$ cat src/rtl/ntt_pkg.sv
// Shared constants and FSM encoding for the NTT address scheduler.
// Sized for the 256-point ML-DSA forward transform.
package ntt_pkg;

  localparam int N        = 256;
  localparam int LOG_N    = 8;
  localparam int PIPE_LAT = 2;

  typedef enum logic [1:0] {
    IDLE  = 2'd0,
    RUN   = 2'd1,
    DRAIN = 2'd2,
    DONE  = 2'd3
  } state_t;

endpackage

$ cat src/rtl/ntt_addr_gen.sv
// Cooley-Tukey butterfly address generator.
// Maps (stage s, butterfly b) to pair addresses and zeta index.
module ntt_addr_gen #(
  parameter  int ADDR_W = 8,
  localparam int SW     = $clog2(ADDR_W),
  localparam int BW     = ADDR_W - 1
) (
  input  logic [SW-1:0]     s,
  input  logic [BW-1:0]     b,
  output logic [ADDR_W-1:0] rd_addr0,
  output logic [ADDR_W-1:0] rd_addr1,
  output logic [ADDR_W-1:0] zeta_addr
);

  logic [SW-1:0]     sh;
  logic [ADDR_W-1:0] len;
  logic [ADDR_W-1:0] lm;
  logic [ADDR_W-1:0] bx;
  logic [ADDR_W-1:0] g;
  logic [ADDR_W-1:0] off;
  logic [ADDR_W-1:0] hi;
  logic [ADDR_W-1:0] j;

  // 2*len*g == 2*(b with its low log2(len) bits cleared)
  always_comb begin
    sh        = SW'(ADDR_W - 1) - s;
    len       = {1'b1, {BW{1'b0}}} >> s;
    lm        = len - ADDR_W'(1);
    bx        = {1'b0, b};
    g         = bx >> sh;
    off       = bx & lm;
    hi        = bx & ~lm;
    j         = (hi << 1) | off;
    rd_addr0  = j;
    rd_addr1  = j + len;
    zeta_addr = (ADDR_W'(1) << s) + g;
  end

endmodule

$ cat src/rtl/ntt_scheduler.sv
// Forward NTT scheduler: walks stages/butterflies, drains the
// read-to-write pipe between stages and delays writes to match.
module ntt_scheduler
  import ntt_pkg::*;
#(
  parameter int ADDR_W   = LOG_N,
  parameter int PIPE_LAT = ntt_pkg::PIPE_LAT
) (
  input  logic              clk,
  input  logic              reset,
  input  logic              start,
  output logic              busy,
  output logic              done,
  output logic              rd_en,
  output logic [ADDR_W-1:0] rd_addr0,
  output logic [ADDR_W-1:0] rd_addr1,
  output logic [ADDR_W-1:0] zeta_addr,
  output logic              wr_en,
  output logic [ADDR_W-1:0] wr_addr0,
  output logic [ADDR_W-1:0] wr_addr1
);

  localparam int SW = $clog2(ADDR_W);
  localparam int BW = ADDR_W - 1;
  localparam int CW = $clog2(PIPE_LAT + 1);

  state_t            state;
  logic [SW-1:0]     s;
  logic [BW-1:0]     b;
  logic [CW-1:0]     cnt;
  logic [ADDR_W-1:0] a0;
  logic [ADDR_W-1:0] a1;
  logic [ADDR_W-1:0] za;
  logic              run;
  logic              last_s;
  logic              drained;

  logic [PIPE_LAT-1:0] en_q;
  logic [ADDR_W-1:0]   w0_q [PIPE_LAT];
  logic [ADDR_W-1:0]   w1_q [PIPE_LAT];

  ntt_addr_gen #(
    .ADDR_W(ADDR_W)
  ) u_addr (
    .s        (s),
    .b        (b),
    .rd_addr0 (a0),
    .rd_addr1 (a1),
    .zeta_addr(za)
  );

  assign run     = (state == RUN);
  assign last_s  = (s == SW'(ADDR_W - 1));
  assign drained = (cnt == CW'(PIPE_LAT - 1));

  assign busy      = run | (state == DRAIN);
  assign done      = (state == DONE);
  assign rd_en     = run;
  assign rd_addr0  = run ? a0 : '0;
  assign rd_addr1  = run ? a1 : '0;
  assign zeta_addr = run ? za : '0;

  always_ff @(posedge clk or negedge reset) begin
    if (!reset) begin
      state <= IDLE;
      s     <= '0;
      b     <= '0;
      cnt   <= '0;
    end else begin
      unique case (state)
        IDLE: begin
          if (start) begin
            state <= RUN;
            s     <= '0;
            b     <= '0;
          end
        end
        RUN: begin
          b <= b + BW'(1);
          if (&b) begin
            state <= DRAIN;
            cnt   <= '0;
          end
        end
        DRAIN: begin
          cnt <= cnt + CW'(1);
          if (drained) begin
            if (last_s) begin
              state <= DONE;
            end else begin
              state <= RUN;
              s     <= s + SW'(1);
            end
          end
        end
        DONE: state <= IDLE;
        default: state <= IDLE;
      endcase
    end
  end

  // Idle reads carry zero addresses, so idle writes do too.
  always_ff @(posedge clk or negedge reset) begin
    if (!reset) begin
      en_q <= '0;
      for (int i = 0; i < PIPE_LAT; i++) begin
        w0_q[i] <= '0;
        w1_q[i] <= '0;
      end
    end else begin
      en_q[0] <= rd_en;
      w0_q[0] <= rd_addr0;
      w1_q[0] <= rd_addr1;
      for (int i = 1; i < PIPE_LAT; i++) begin
        en_q[i] <= en_q[i-1];
        w0_q[i] <= w0_q[i-1];
        w1_q[i] <= w1_q[i-1];
      end
    end
  end

  assign wr_en    = en_q[PIPE_LAT-1];
  assign wr_addr0 = w0_q[PIPE_LAT-1];
  assign wr_addr1 = w1_q[PIPE_LAT-1];

endmodule

$ cat config.mk
export PLATFORM = sky130hd
export DESIGN_NAME = ntt_scheduler
export DESIGN_NICKNAME = d
export VERILOG_FILES = /design/src/rtl/ntt_pkg.sv /design/src/rtl/ntt_addr_gen.sv /design/src/rtl/ntt_scheduler.sv
export SDC_FILE = /design/constraint.sdc
export NUM_CORES = 1
export LEC_CHECK = 0
export ABC_AREA = 0
export CORE_MARGIN = 5
export CORE_UTILIZATION = 45
export DETAILED_ROUTE_END_ITERATION = 7
export PLACE_DENSITY = 0.68
export SLEW_MARGIN = 20
export SYNTH_ARGS = -nofsm -noshare
export SYNTH_HDL_FRONTEND = slang
export SYNTH_SLANG_ARGS = --single-unit
$ cat constraint.sdc
create_clock -name clk -period 6.85 [get_ports clk]
set_input_delay 1.7125 -clock clk [delete_from_list [all_inputs] [get_ports clk]]
set_output_delay 1.7125 -clock clk [all_outputs]
set_load 0.02 [all_outputs]
==> qor.log, run 1 <==
qor: run_status.status finished clean
qor: critical_path.cp_cell_sequence clkinv_1, ha_1, inv_1, xnor2_1, o2bb2ai_1, ha_1, a21o_1, a21o_1, a21oi_1, o21ai_0, xnor2_1, nor2_1, clkdlybuf4s50_1
qor: critical_path.critical_path.reg2reg.startpoint s[2]$_DFFE_PN0P_
qor: clock_network.inserted_clock_buffers 5
qor: timing.post-route-min-period 6140 ps
qor: synthesis.synth-main-ff-cell sky130_fd_sc_hd__dfrtp_1
qor: timing.timing.final.hold_violations 0
qor: final_layout.layout-drive-gt1-share 8.61%
qor: synthesis.synth_commonest_cells sky130_fd_sc_hd__dfrtp_1 (48), sky130_fd_sc_hd__nor2_1 (27), sky130_fd_sc_hd__nand2_1 (25)
qor: power_and_ir_drop.switching_power 110 uW
qor: synthesis.synthCells 340
qor: critical_path.endpoint_kind primary output
qor: synthesis.yosys-top-cells-area sky130_fd_sc_hd__dfrtp_1 (37%), sky130_fd_sc_hd__ha_1 (8.9%), sky130_fd_sc_hd__buf_4 (3.9%)
qor: synthesis.syn_avg_cell_area 9.56 sq um
qor: die.top_level_ports 47
qor: synthesis.synth_seq_cells 48
qor: timing.worst-slew-pin-transition 736 ps
qor: critical_path.crit_arrival 4430 ps
qor: grt.grt_overflow_total 0
qor: synthesis.synth_area 3250 sq um
qor: synthesis.synth_enable_flop_cells 0
qor: power_and_ir_drop.clock_share_of_power 46.1%
qor: power_and_ir_drop.p_int 433 uW
qor: run.timing.max_cap.violations 0
qor: critical_path.worstReg2RegEnd w1_q[15]$_DFF_PN0_
qor: timing.setup_repair_after_global_routing_missed_its_margin false
qor: timing.timing_limited_maximum_frequency 163 MHz
qor: synthesis.synth_top_area_share 37.0%
qor: critical_path.crit_fanout 21
qor: final_layout.fillCellCount 679
qor: timing.final.period_utilization 89.6%
qor: die.die_y 95.0 um
qor: power_and_ir_drop.switching_part_of_the_total 20.3%
qor: critical_path.longest_individual_stage_delay_on_the_worst_path 740 ps
qor: clock_network.post-cts-setup-buffer-count 0
qor: critical_path.crit_path_start s[2]$_DFFE_PN0P_
qor: grt.initial_antenna_violation_count 0
qor: synthesis.synth-seq-area-share 37.0%
qor: critical_path.critical_path.slowest_cell sky130_fd_sc_hd__dfrtp_1
qor: power_and_ir_drop.design_power_total 544 uW
qor: die.chipWidth 95.0 um
qor: critical_path.cp_num_buf_inv 3
qor: timing.timing.setup.tns 0 ps
qor: die.core-area 7140 sq um
qor: grt.first_global_vias 2,301
qor: grt.global_route_wire_length_before_repair 11.1 mm
qor: timing.max_slew_margin 50.9%
qor: critical_path.total_number_of_cells_along_the_worst_setup_path 13
qor: power_and_ir_drop.static-leakage-power 1.63 nW
qor: clock_network.clk_latency 310 ps
qor: synthesis.syn_nets 367
qor: die.fp.dieArea 9020 sq um
qor: synthesis.synth_cell_type_count 62
qor: detailed_routing.drt_pre_antenna_iters 4
qor: critical_path.worstSetupPathType flop to primary output
qor: timing.final.setup_skew 12.5 ps
qor: detailed_routing.wl 6.69 mm
qor: detailed_routing.wl_per_cell 14.6 um
qor: detailed_routing.route.detailed.vias_per_inst 5.24
qor: synthesis.synth-async-reset-ratio 100%
qor: power_and_ir_drop.power.combinational.fraction 1.7%
qor: power_and_ir_drop.power.ir.vdd_worst 0.0622 mV
qor: final_layout.fin_nets 386
qor: die.core.rowCount 31
qor: clock_network.postCtsResizedCells 0
qor: placement.place.gp.congestion 0.939
qor: detailed_routing.vias 2,404
qor: placement.port-buffer-count 46
qor: grt.grt_util_all_layers 15.8%
qor: power_and_ir_drop.power.density 147 nW/um^2
qor: clock_network.hold_buffers 0
qor: synthesis.synth_most_common_cell sky130_fd_sc_hd__dfrtp_1
qor: synthesis.synth_top_area_cell sky130_fd_sc_hd__dfrtp_1
qor: timing.final-max-slew-violation-count 0
qor: clock_network.clkSlewWorstSetupHoldPaths 100 ps
qor: hold_path.hold_path.class flop to flop
qor: critical_path.worst-r2r-cell-count 12
qor: critical_path.crit_required 5140 ps
qor: power_and_ir_drop.seq_power_share 52.3%
qor: detailed_routing.drcViolationCount 0
qor: placement.dpl.hpwl 4.96 mm
qor: timing.finalSetupViolCount 0
qor: detailed_routing.drt-initial-drc-count 140
qor: clock_network.tritoncts yes
qor: detailed_routing.route.antenna.remaining_nets 0
qor: critical_path.timing.critical_path.max_delay_family buffers and inverters
qor: final_layout.insertedDiodeCount 0
qor: clock_network.cts_htree_levels 2
qor: synthesis.yosys_warnings 0
qor: final_layout.area_delta_synth_final 13.9%
qor: critical_path.endpoint rd_addr1[7]
qor: die.floorplan.initialDensity 45.5%
qor: grt.largest_net_degree_at_the_start_of_global_routing 49
qor: critical_path.r2r_slack 3270 ps
qor: clock_network.number_of_buffers_on_the_longest_clock_path 2
qor: clock_network.cts_num_sinks 48
qor: critical_path.crit_path_start_kind flop
qor: clock_network.clock-root-buffer sky130_fd_sc_hd__clkbuf_8
## cells in the final DEF (no fill, tap or decap), drive strengths merged, types with 10 or more instances in the layout
cell            n
and2           10
o21ai          19
clkdlybuf4s50  45
nand2          25
dfrtp          48
ha             23
nor3           12
nor2           28
nand3          15
inv            22
xnor2          10
## layer usage
layer  track usage (%)  part of all wire, %
met5                 0                    0
met4              3.85                  1.3
met3              3.43                  4.8
met2              27.2                   48
met1              20.0                   46
## worst min-delay path by stage
stage / startpoint / endpoint / slack [ps] / cells after the start
finish: w0_q[10]$_DFF_PN0_ / wr_addr0[2]$_DFF_PN0_ / 350 / 0
global route: w0_q[10]$_DFF_PN0_ / wr_addr0[2]$_DFF_PN0_ / 360 / 0
CTS: w0_q[10]$_DFF_PN0_ / wr_addr0[2]$_DFF_PN0_ / 350 / 0
detailed placement: w1_q[8]$_DFF_PN0_ / wr_addr1[0]$_DFF_PN0_ / 330 / 0
global placement: w0_q[11]$_DFF_PN0_ / wr_addr0[3]$_DFF_PN0_ / 330 / 0
floorplan: en_q[0]$_DFF_PN0_ / en_q[1]$_DFF_PN0_ / 330 / 0
## flip-flops by register name (all words and copies together) (netlist names)
name	count
wr_addr0	8
w1_q	8
en_q	2
state	2
w0_q	8
cnt	2
s	3
b	7
wr_addr1	8
## cell type report
class                      count  area [sq um]  area share (%)
clock buffer                   5          68.8            1.86
clock inverter                 3          68.8            1.86
inverter                      22          82.6            2.23
multi-input combinational    235          1690            45.7
sequential                    48          1200            32.5
tap                           99           124            3.35
timing repair buffer          47           465            12.6
## stage by stage
step | hold slack [ps] | utilization [%] | worst slack, ps | instances | cell area [sq um]
CTS | 352 | 51.8 | 691 | 459 | 3700
floorplan | 331 | - | 2240 | 340 | 3250
global placement | 331 | 49.9 | 1070 | 451 | 3560
detailed placement | 335 | 49.9 | 1050 | 451 | 3560
global route | 362 | 51.8 | 301 | 459 | 3700
finish | 350 | 51.8 | 712 | 459 | 3700
## cell families after synthesis
kind of cell / count (synthesis) / share of synthesized area, %
mux: 14 / 5.08
other cells: 1 / 0.115
simple gates: 116 / 18.1
compound gates: 66 / 15.4
buf+inv: 57 / 11.1
fa+ha+maj: 25 / 9.78
xor+xnor: 13 / 3.50
flops: 48 / 37.0
## power groups by stage
stage	registers (mW)	logic [mW]	clock network, mW
2_1_floorplan	0.290	0.00176	0
3_3_place_gp	0.290	0.00947	0
3_5_place_dp	0.290	0.00958	0
4_1_cts	0.284	0.00957	0.257
5_1_grt	0.284	0.0106	0.267
6_report	0.284	0.00900	0.250
(Power assumes the default switching activity.)
==> inputs of run 2 (changes only) <==
--- a/config.mk
+++ b/config.mk
@@ -9,7 +9,7 @@
 export CORE_MARGIN = 5
 export CORE_UTILIZATION = 45
 export DETAILED_ROUTE_END_ITERATION = 7
-export PLACE_DENSITY = 0.68
+export PLACE_DENSITY_LB_ADDON = 0.3
 export SLEW_MARGIN = 20
 export SYNTH_ARGS = -nofsm -noshare
 export SYNTH_HDL_FRONTEND = slang
==> run 2 against run 1 <==
  * Non-clock buffer count unchanged
  * Largest power group unchanged
  * Final area did not move
  * Die area stayed put
  * Final cell count unchanged
  * Worst setup slack got worse by 60 ps
  * Largest cell class unchanged
  * First-iteration DRC count fell by 2.9%
  * Clock power hardly changed
  * Critical endpoint unchanged
  * Count of clock-buffer cells in the layout stayed put
  * Critical path depth did not move
  * Sequential share of layout area unchanged
  * Global-route usage fell by 0.063 points
  * Combinational power rose by 0.8%
==> qor.log, run 2 (synthesis results as in run 1) <==
qor: run_status.status finished clean
qor: timing.timing_limited_maximum_frequency 161 MHz [-0.97%]
qor: placement.dp.cells 451 [unchanged]
qor: die.core-area 7140 sq um [unchanged]
qor: final_layout.fin_nets 386 [unchanged]
qor: hold_path.min_delay_path_depth 0 [unchanged]
qor: timing.worst-slew-pin-transition 722 ps [-13.8 ps]
qor: final_layout.most_common_library_cell_in_the_layout_ignoring_fill_and_taps sky130_fd_sc_hd__dfrtp_1
qor: grt.largest_net_degree_at_the_start_of_global_routing 49 [unchanged]
qor: detailed_routing.drcViolationCount 0 [unchanged]
qor: clock_network.inserted_clock_buffers 5 [unchanged]
qor: hold_path.hold_path.class flop to flop
qor: placement.place.gp.congestion 0.910 [-3.2%]
qor: hold_path.hold_end wr_addr0[6]$_DFF_PN0_
qor: detailed_routing.route.antenna.remaining_nets 0 [unchanged]
qor: critical_path.worst-r2r-cell-count 12 [unchanged]
qor: critical_path.critical_path.reg2reg.startpoint s[2]$_DFFE_PN0P_
qor: grt.grt_overflow_total 0 [unchanged]
qor: clock_network.postCtsResizedCells 0 [unchanged]
qor: clock_network.hold_buffers 0 [unchanged]
qor: grt.globalRouteMet2Util 26.9% [-0.29 points]
qor: detailed_routing.vias 2,386 [-0.75%]
qor: timing.finalSetupViolCount 0 [unchanged]
qor: detailed_routing.wl_per_cell 14.6 um [+0.21%]
qor: power_and_ir_drop.static-leakage-power 1.63 nW [unchanged]
qor: clock_network.tritoncts yes
qor: detailed_routing.drt_pre_antenna_iters 4 [unchanged]
qor: clock_network.clk_latency 310 ps [about the same]
qor: placement.dpl.hpwl 5.05 mm [+1.7%]
qor: die.fp.dieArea 9020 sq um [unchanged]
qor: die.die_y 95.0 um [unchanged]
qor: timing.final.setup_skew 15.5 ps [+2.93 ps]
qor: final_layout.area_delta_synth_final 13.9% [unchanged]
qor: grt.groute.layer.met1.usage 20.0% [-0.10 points]
qor: timing.timing.final.hold_violations 0 [unchanged]
qor: grt.grtUsageMet3 2.87% [-0.56 points]
qor: placement.port-buffer-count 46 [unchanged]
qor: grt.global_route_wire_length_before_repair 11.0 mm [-0.37%]
qor: final_layout.layout-drive-gt1-share 8.61% [unchanged]
qor: clock_network.cts_num_sinks 48 [unchanged]
qor: final_layout.layout.cells.most_common_list sky130_fd_sc_hd__dfrtp_1 (48), sky130_fd_sc_hd__clkdlybuf4s50_1 (45), sky130_fd_sc_hd__nor2_1 (27)
qor: timing.setup_repair_after_global_routing_missed_its_margin false
qor: critical_path.r2r_slack 3190 ps [-80 ps]
qor: timing.final-max-slew-violation-count 0 [unchanged]
qor: critical_path.worstReg2RegEnd w1_q[15]$_DFF_PN0_
qor: final_layout.insertedDiodeCount 0 [unchanged]
qor: clock_network.cts_htree_levels 2 [unchanged]
qor: critical_path.crit_arrival 4490 ps [+60 ps]
qor: timing.final.period_utilization 90.5% [+0.88 points]
qor: clock_network.clkSlewWorstSetupHoldPaths 100 ps [about the same]
qor: hold_path.worst_hold_startpoint w0_q[14]$_DFF_PN0_
qor: timing.max_slew_margin 51.8% [+0.92 points]
qor: critical_path.crit_fanout 21 [unchanged]
qor: timing.timing.setup.tns 0 ps [unchanged]
qor: run.timing.max_cap.violations 0 [unchanged]
qor: final_layout.number_of_non_filler_instances_in_the_completed_layout 459 [unchanged]
qor: grt.initial_antenna_violation_count 0 [unchanged]
qor: clock_network.number_of_buffers_on_the_longest_clock_path 2 [unchanged]
qor: die.chipWidth 95.0 um [unchanged]
qor: grt.grt_util_all_layers 15.7% [-0.063 points]
qor: critical_path.worstSetupPathType flop to primary output
qor: die.floorplan.initialDensity 45.5% [unchanged]
qor: power_and_ir_drop.power.ir.vdd_worst 0.0844 mV [+36%]
qor: die.top_level_ports 47 [unchanged]
qor: die.core.rowCount 31 [unchanged]
qor: critical_path.endpoint_kind primary output
qor: critical_path.crit_path_start_kind flop
qor: power_and_ir_drop.power.density 147 nW/um^2 [-0.19%]
qor: clock_network.post-cts-setup-buffer-count 0 [unchanged]
qor: timing.post-route-min-period 6200 ps [+60.3 ps]
qor: detailed_routing.wl 6.71 mm [+0.21%]
qor: detailed_routing.drt-initial-drc-count 136 [-2.9%]
qor: critical_path.crit_required 5140 ps [about the same]
qor: grt.gr-max-usage-layer met2
qor: detailed_routing.route.detailed.vias_per_inst 5.20 [-0.75%]
qor: clock_network.clock-root-buffer sky130_fd_sc_hd__clkbuf_8
qor: grt.first_global_vias 2,296 [-0.22%]
==> run 2: how the worst max path moves through the flow <==
| stage | start | cells past startpoint | slack, ps | endpoint |
|---|---|---|---|---|
| finish | s[2]$_DFFE_PN0P_ | 13 | 650 | rd_addr1[7] |
| global route | s[2]$_DFFE_PN0P_ | 13 | 350 | rd_addr1[7] |
| floorplan | s[1]$_DFFE_PN0P_ | 14 | 2240 | rd_addr1[6] |
| CTS | s[2]$_DFFE_PN0P_ | 13 | 650 | rd_addr1[7] |
| global placement | s[2]$_DFFE_PN0P_ | 13 | 1000 | rd_addr1[7] |
| detailed placement | s[2]$_DFFE_PN0P_ | 13 | 1020 | rd_addr1[7] |
==> run 2: report_power, final <==
group | leakage [nW] | total, mW | switching, mW | internal, mW
Combinational | 0.995 | 0.00907 | 0.00690 | 0.00216
Clock | 0.0687 | 0.249 | 0.102 | 0.147
Sequential | 0.562 | 0.284 | 0.000228 | 0.284
==> run 2: through the flow <==
step                hold slack [ps]  cell area [sq um]  util [%]  power, mW  worst slack (ps)
finish                          350               3700      51.8      0.542               652
global route                    363               3700      51.8      0.558               354
CTS                             355               3700      51.8      0.548               655
detailed placement              335               3560      49.9      0.299              1020
global placement                331               3560      49.9      0.299               998
floorplan                       331               3250         -      0.292              2240
==> run 2: area by class of cell <==
class                   instances  area, sq um
well taps                      99          124
multi-input cells             235         1690
fillers                       694         3440
flip-flops and latches         48         1200
clock inverters                 3         68.8
clock buffers                   5         68.8
repair buffers                 47          465
inverters                      22         82.6
==> run 2: critical path, stage by stage (launching register included) <==
cell                              delay, ps
sky130_fd_sc_hd__dfrtp_1                770
sky130_fd_sc_hd__clkinv_1               470
sky130_fd_sc_hd__ha_1                   420
sky130_fd_sc_hd__inv_1                  190
sky130_fd_sc_hd__xnor2_1                180
sky130_fd_sc_hd__o2bb2ai_1              220
sky130_fd_sc_hd__ha_1                   350
sky130_fd_sc_hd__a21o_1                 210
sky130_fd_sc_hd__a21o_1                 210
sky130_fd_sc_hd__a21oi_1                130
sky130_fd_sc_hd__o21ai_0                110
sky130_fd_sc_hd__xnor2_1                140
sky130_fd_sc_hd__nor2_1                 140
sky130_fd_sc_hd__clkdlybuf4s50_1        640
==> run 2: layer usage <==
layer  wire length (um)  vias up
met5                  0        -
met3                282       11
met4                104        0
li1                   -     1186
met1               2990     1139
met2               3330       50
==> inputs of run 3 (changes only) <==
--- a/config.mk
+++ b/config.mk
@@ -8,6 +8,7 @@
 export ABC_AREA = 0
 export CORE_MARGIN = 5
 export CORE_UTILIZATION = 45
+export CTS_BUF_LIST = sky130_fd_sc_hd__clkbuf_16
 export DETAILED_ROUTE_END_ITERATION = 7
 export PLACE_DENSITY_LB_ADDON = 0.3
 export SLEW_MARGIN = 20
==> run 3 against run 2 <==
  * Global-route usage decreased by 0.053 points
  * Clock skew decreased by 2.7 ps
  * First-iteration DRC count decreased by 32%
  * Register-to-register slack improved by 30 ps
  * Via count decreased by 0.42%
  * Routed wire length increased by 0.21%
  * Sequential cell count unchanged
  * Count of clock-buffer cells in the layout unchanged
  * Critical path type unchanged
  * Highest routed layer unchanged
==> qor.log, run 3 (synthesis results as in run 1) <==
qor: timing.timing_limited_maximum_frequency 163 MHz [+0.78%]
qor: run_status.status finished clean
qor: clock_network.clk_latency 290 ps [-20 ps]
qor: critical_path.crit_required 5140 ps [about the same]
qor: die.chipWidth 95.0 um [unchanged]
qor: die.floorplan.initialDensity 45.5% [unchanged]
qor: grt.grt_util_all_layers 15.6% [-0.053 points]
qor: clock_network.cts_num_sinks 48 [unchanged]
qor: detailed_routing.drt_pre_antenna_iters 4 [unchanged]
qor: critical_path.crit_fanout 21 [unchanged]
qor: detailed_routing.wl_per_cell 14.6 um [+0.21%]
qor: timing.post-route-min-period 6150 ps [-48.1 ps]
qor: grt.first_global_vias 2,319 [+1.0%]
qor: final_layout.layout-drive-gt1-share 8.61% [unchanged]
qor: clock_network.postCtsResizedCells 0 [unchanged]
qor: detailed_routing.vias 2,376 [-0.42%]
qor: detailed_routing.route.detailed.vias_per_inst 5.18 [-0.42%]
qor: timing.worst-slew-pin-transition 711 ps [-10.8 ps]
qor: clock_network.number_of_buffers_on_the_longest_clock_path 2 [unchanged]
qor: critical_path.endpoint_kind primary output
qor: final_layout.fillCellCount 682 [-1.7%]
qor: clock_network.inserted_clock_buffers 5 [unchanged]
qor: timing.timing.setup.tns 0 ps [unchanged]
qor: detailed_routing.wire_length_on_met2 3.36 mm [+0.90%]
qor: critical_path.crit_path_start_kind flop
qor: detailed_routing.route.antenna.remaining_nets 0 [unchanged]
qor: timing.finalSetupViolCount 0 [unchanged]
qor: hold_path.hold_path.class flop to flop
qor: timing.final.period_utilization 89.8% [-0.70 points]
qor: grt.initial_antenna_violation_count 0 [unchanged]
qor: timing.timing.final.hold_violations 0 [unchanged]
qor: placement.place.gp.congestion 0.910 [unchanged]
qor: run.timing.max_cap.violations 0 [unchanged]
qor: detailed_routing.detailed_route_wirelength_on_metal3 244 um [-13%]
qor: final_layout.layout.cells.most_common_list sky130_fd_sc_hd__dfrtp_1 (48), sky130_fd_sc_hd__clkdlybuf4s50_1 (45), sky130_fd_sc_hd__nor2_1 (27)
qor: power_and_ir_drop.power.ir.vdd_worst 0.138 mV [+64%]
qor: final_layout.insertedDiodeCount 0 [unchanged]
qor: timing.max_slew_margin 52.5% [+0.72 points]
qor: clock_network.clkSlewWorstSetupHoldPaths 70 ps [-30 ps]
qor: clock_network.cts_htree_levels 2 [unchanged]
qor: detailed_routing.route.layer.met1.wl 3.05 mm [+1.9%]
qor: die.top_level_ports 47 [unchanged]
qor: clock_network.clock-root-buffer sky130_fd_sc_hd__clkbuf_16
qor: die.fp.dieArea 9020 sq um [unchanged]
qor: grt.grt_overflow_total 0 [unchanged]
qor: clock_network.post-cts-setup-buffer-count 0 [unchanged]
qor: power_and_ir_drop.power.density 164 nW/um^2 [+12%]
qor: placement.port-buffer-count 46 [unchanged]
qor: timing.final-max-slew-violation-count 0 [unchanged]
qor: detailed_routing.top_signal_layer_used met4
qor: grt.largest_net_degree_at_the_start_of_global_routing 49 [unchanged]
qor: critical_path.crit_arrival 4440 ps [-50 ps]
qor: die.die_y 95.0 um [unchanged]
qor: die.core.rowCount 31 [unchanged]
qor: die.core-area 7140 sq um [unchanged]
qor: grt.global_route_wire_length_before_repair 11.1 mm [+0.24%]
qor: timing.setup_repair_after_global_routing_missed_its_margin false
qor: critical_path.worstSetupPathType flop to primary output
qor: timing.final.setup_skew 12.8 ps [-2.68 ps]
qor: detailed_routing.drcViolationCount 0 [unchanged]
qor: power_and_ir_drop.static-leakage-power 1.65 nW [+1.6%]
qor: final_layout.most_common_library_cell_in_the_layout_ignoring_fill_and_taps sky130_fd_sc_hd__dfrtp_1
qor: clock_network.tritoncts yes
qor: placement.dpl.hpwl 5.05 mm [unchanged]
qor: detailed_routing.wl 6.72 mm [+0.21%]
qor: final_layout.utilization 52.6% [+0.79 points]
qor: clock_network.hold_buffers 0 [unchanged]
qor: final_layout.area_delta_synth_final 15.6%
qor: detailed_routing.drt-initial-drc-count 93 [-32%]
qor: final_layout.fin_nets 386 [unchanged]
[run 3: stage by stage]
stage	cell area, sq um	cells	hold slack [ps]	setup WS, ps	power [mW]
detailed placement	3560	451	335	1020	0.299
global route	3760	459	357	391	0.629
floorplan	3250	340	331	2240	0.292
global placement	3560	451	331	998	0.299
CTS	3750	459	349	688	0.619
finish	3760	459	347	700	0.615
[run 3: critical path, cell delays in order, from the launching register on]
cell,delay (ps)
sky130_fd_sc_hd__dfrtp_1,750
sky130_fd_sc_hd__clkinv_1,470
sky130_fd_sc_hd__ha_1,420
sky130_fd_sc_hd__inv_1,190
sky130_fd_sc_hd__xnor2_1,190
sky130_fd_sc_hd__o2bb2ai_1,220
sky130_fd_sc_hd__ha_1,340
sky130_fd_sc_hd__a21o_1,210
sky130_fd_sc_hd__a21o_1,210
sky130_fd_sc_hd__a21oi_1,130
sky130_fd_sc_hd__o21ai_0,110
sky130_fd_sc_hd__xnor2_1,140
sky130_fd_sc_hd__nor2_1,130
sky130_fd_sc_hd__clkdlybuf4s50_1,640
[run 3: final timing paths]
kind,cells after the start,to,slack [ps],from
max,13,rd_addr1[7],700,s[2]$_DFFE_PN0P_
min,0,wr_addr1[4]$_DFF_PN0_,350,w1_q[12]$_DFF_PN0_
max reg2reg,12,w1_q[15]$_DFF_PN0_,3220,s[2]$_DFFE_PN0P_
min reg2reg,0,wr_addr1[4]$_DFF_PN0_,350,w1_q[12]$_DFF_PN0_
max in group asynchronous,1,wr_addr1[4]$_DFF_PN0_,5010,reset
min in group asynchronous,1,cnt[1]$_DFFE_PN0P_,1420,reset
[run 3: final cells by class]
cell class / count / area (sq um) / area share [%]
multi-input combinational: 235 / 1690 / 45.0
timing repair buffer: 47 / 465 / 12.4
sequential: 48 / 1200 / 32.0
clock buffer: 5 / 125 / 3.33
inverter: 22 / 82.6 / 2.20
tap: 99 / 124 / 3.30
clock inverter: 3 / 68.8 / 1.83
[run 3: power by group]
part / switching, mW / internal (mW)
sequential: 0.000223 / 0.284
combinational: 0.00686 / 0.00216
clock: 0.111 / 0.211
[run 3: per-layer routing]
metal  vias up  track usage, %
met1      1143            19.7
li1       1185               -
met4         0            4.57
met3         7            2.95
met5         -               0
met2        41            27.2
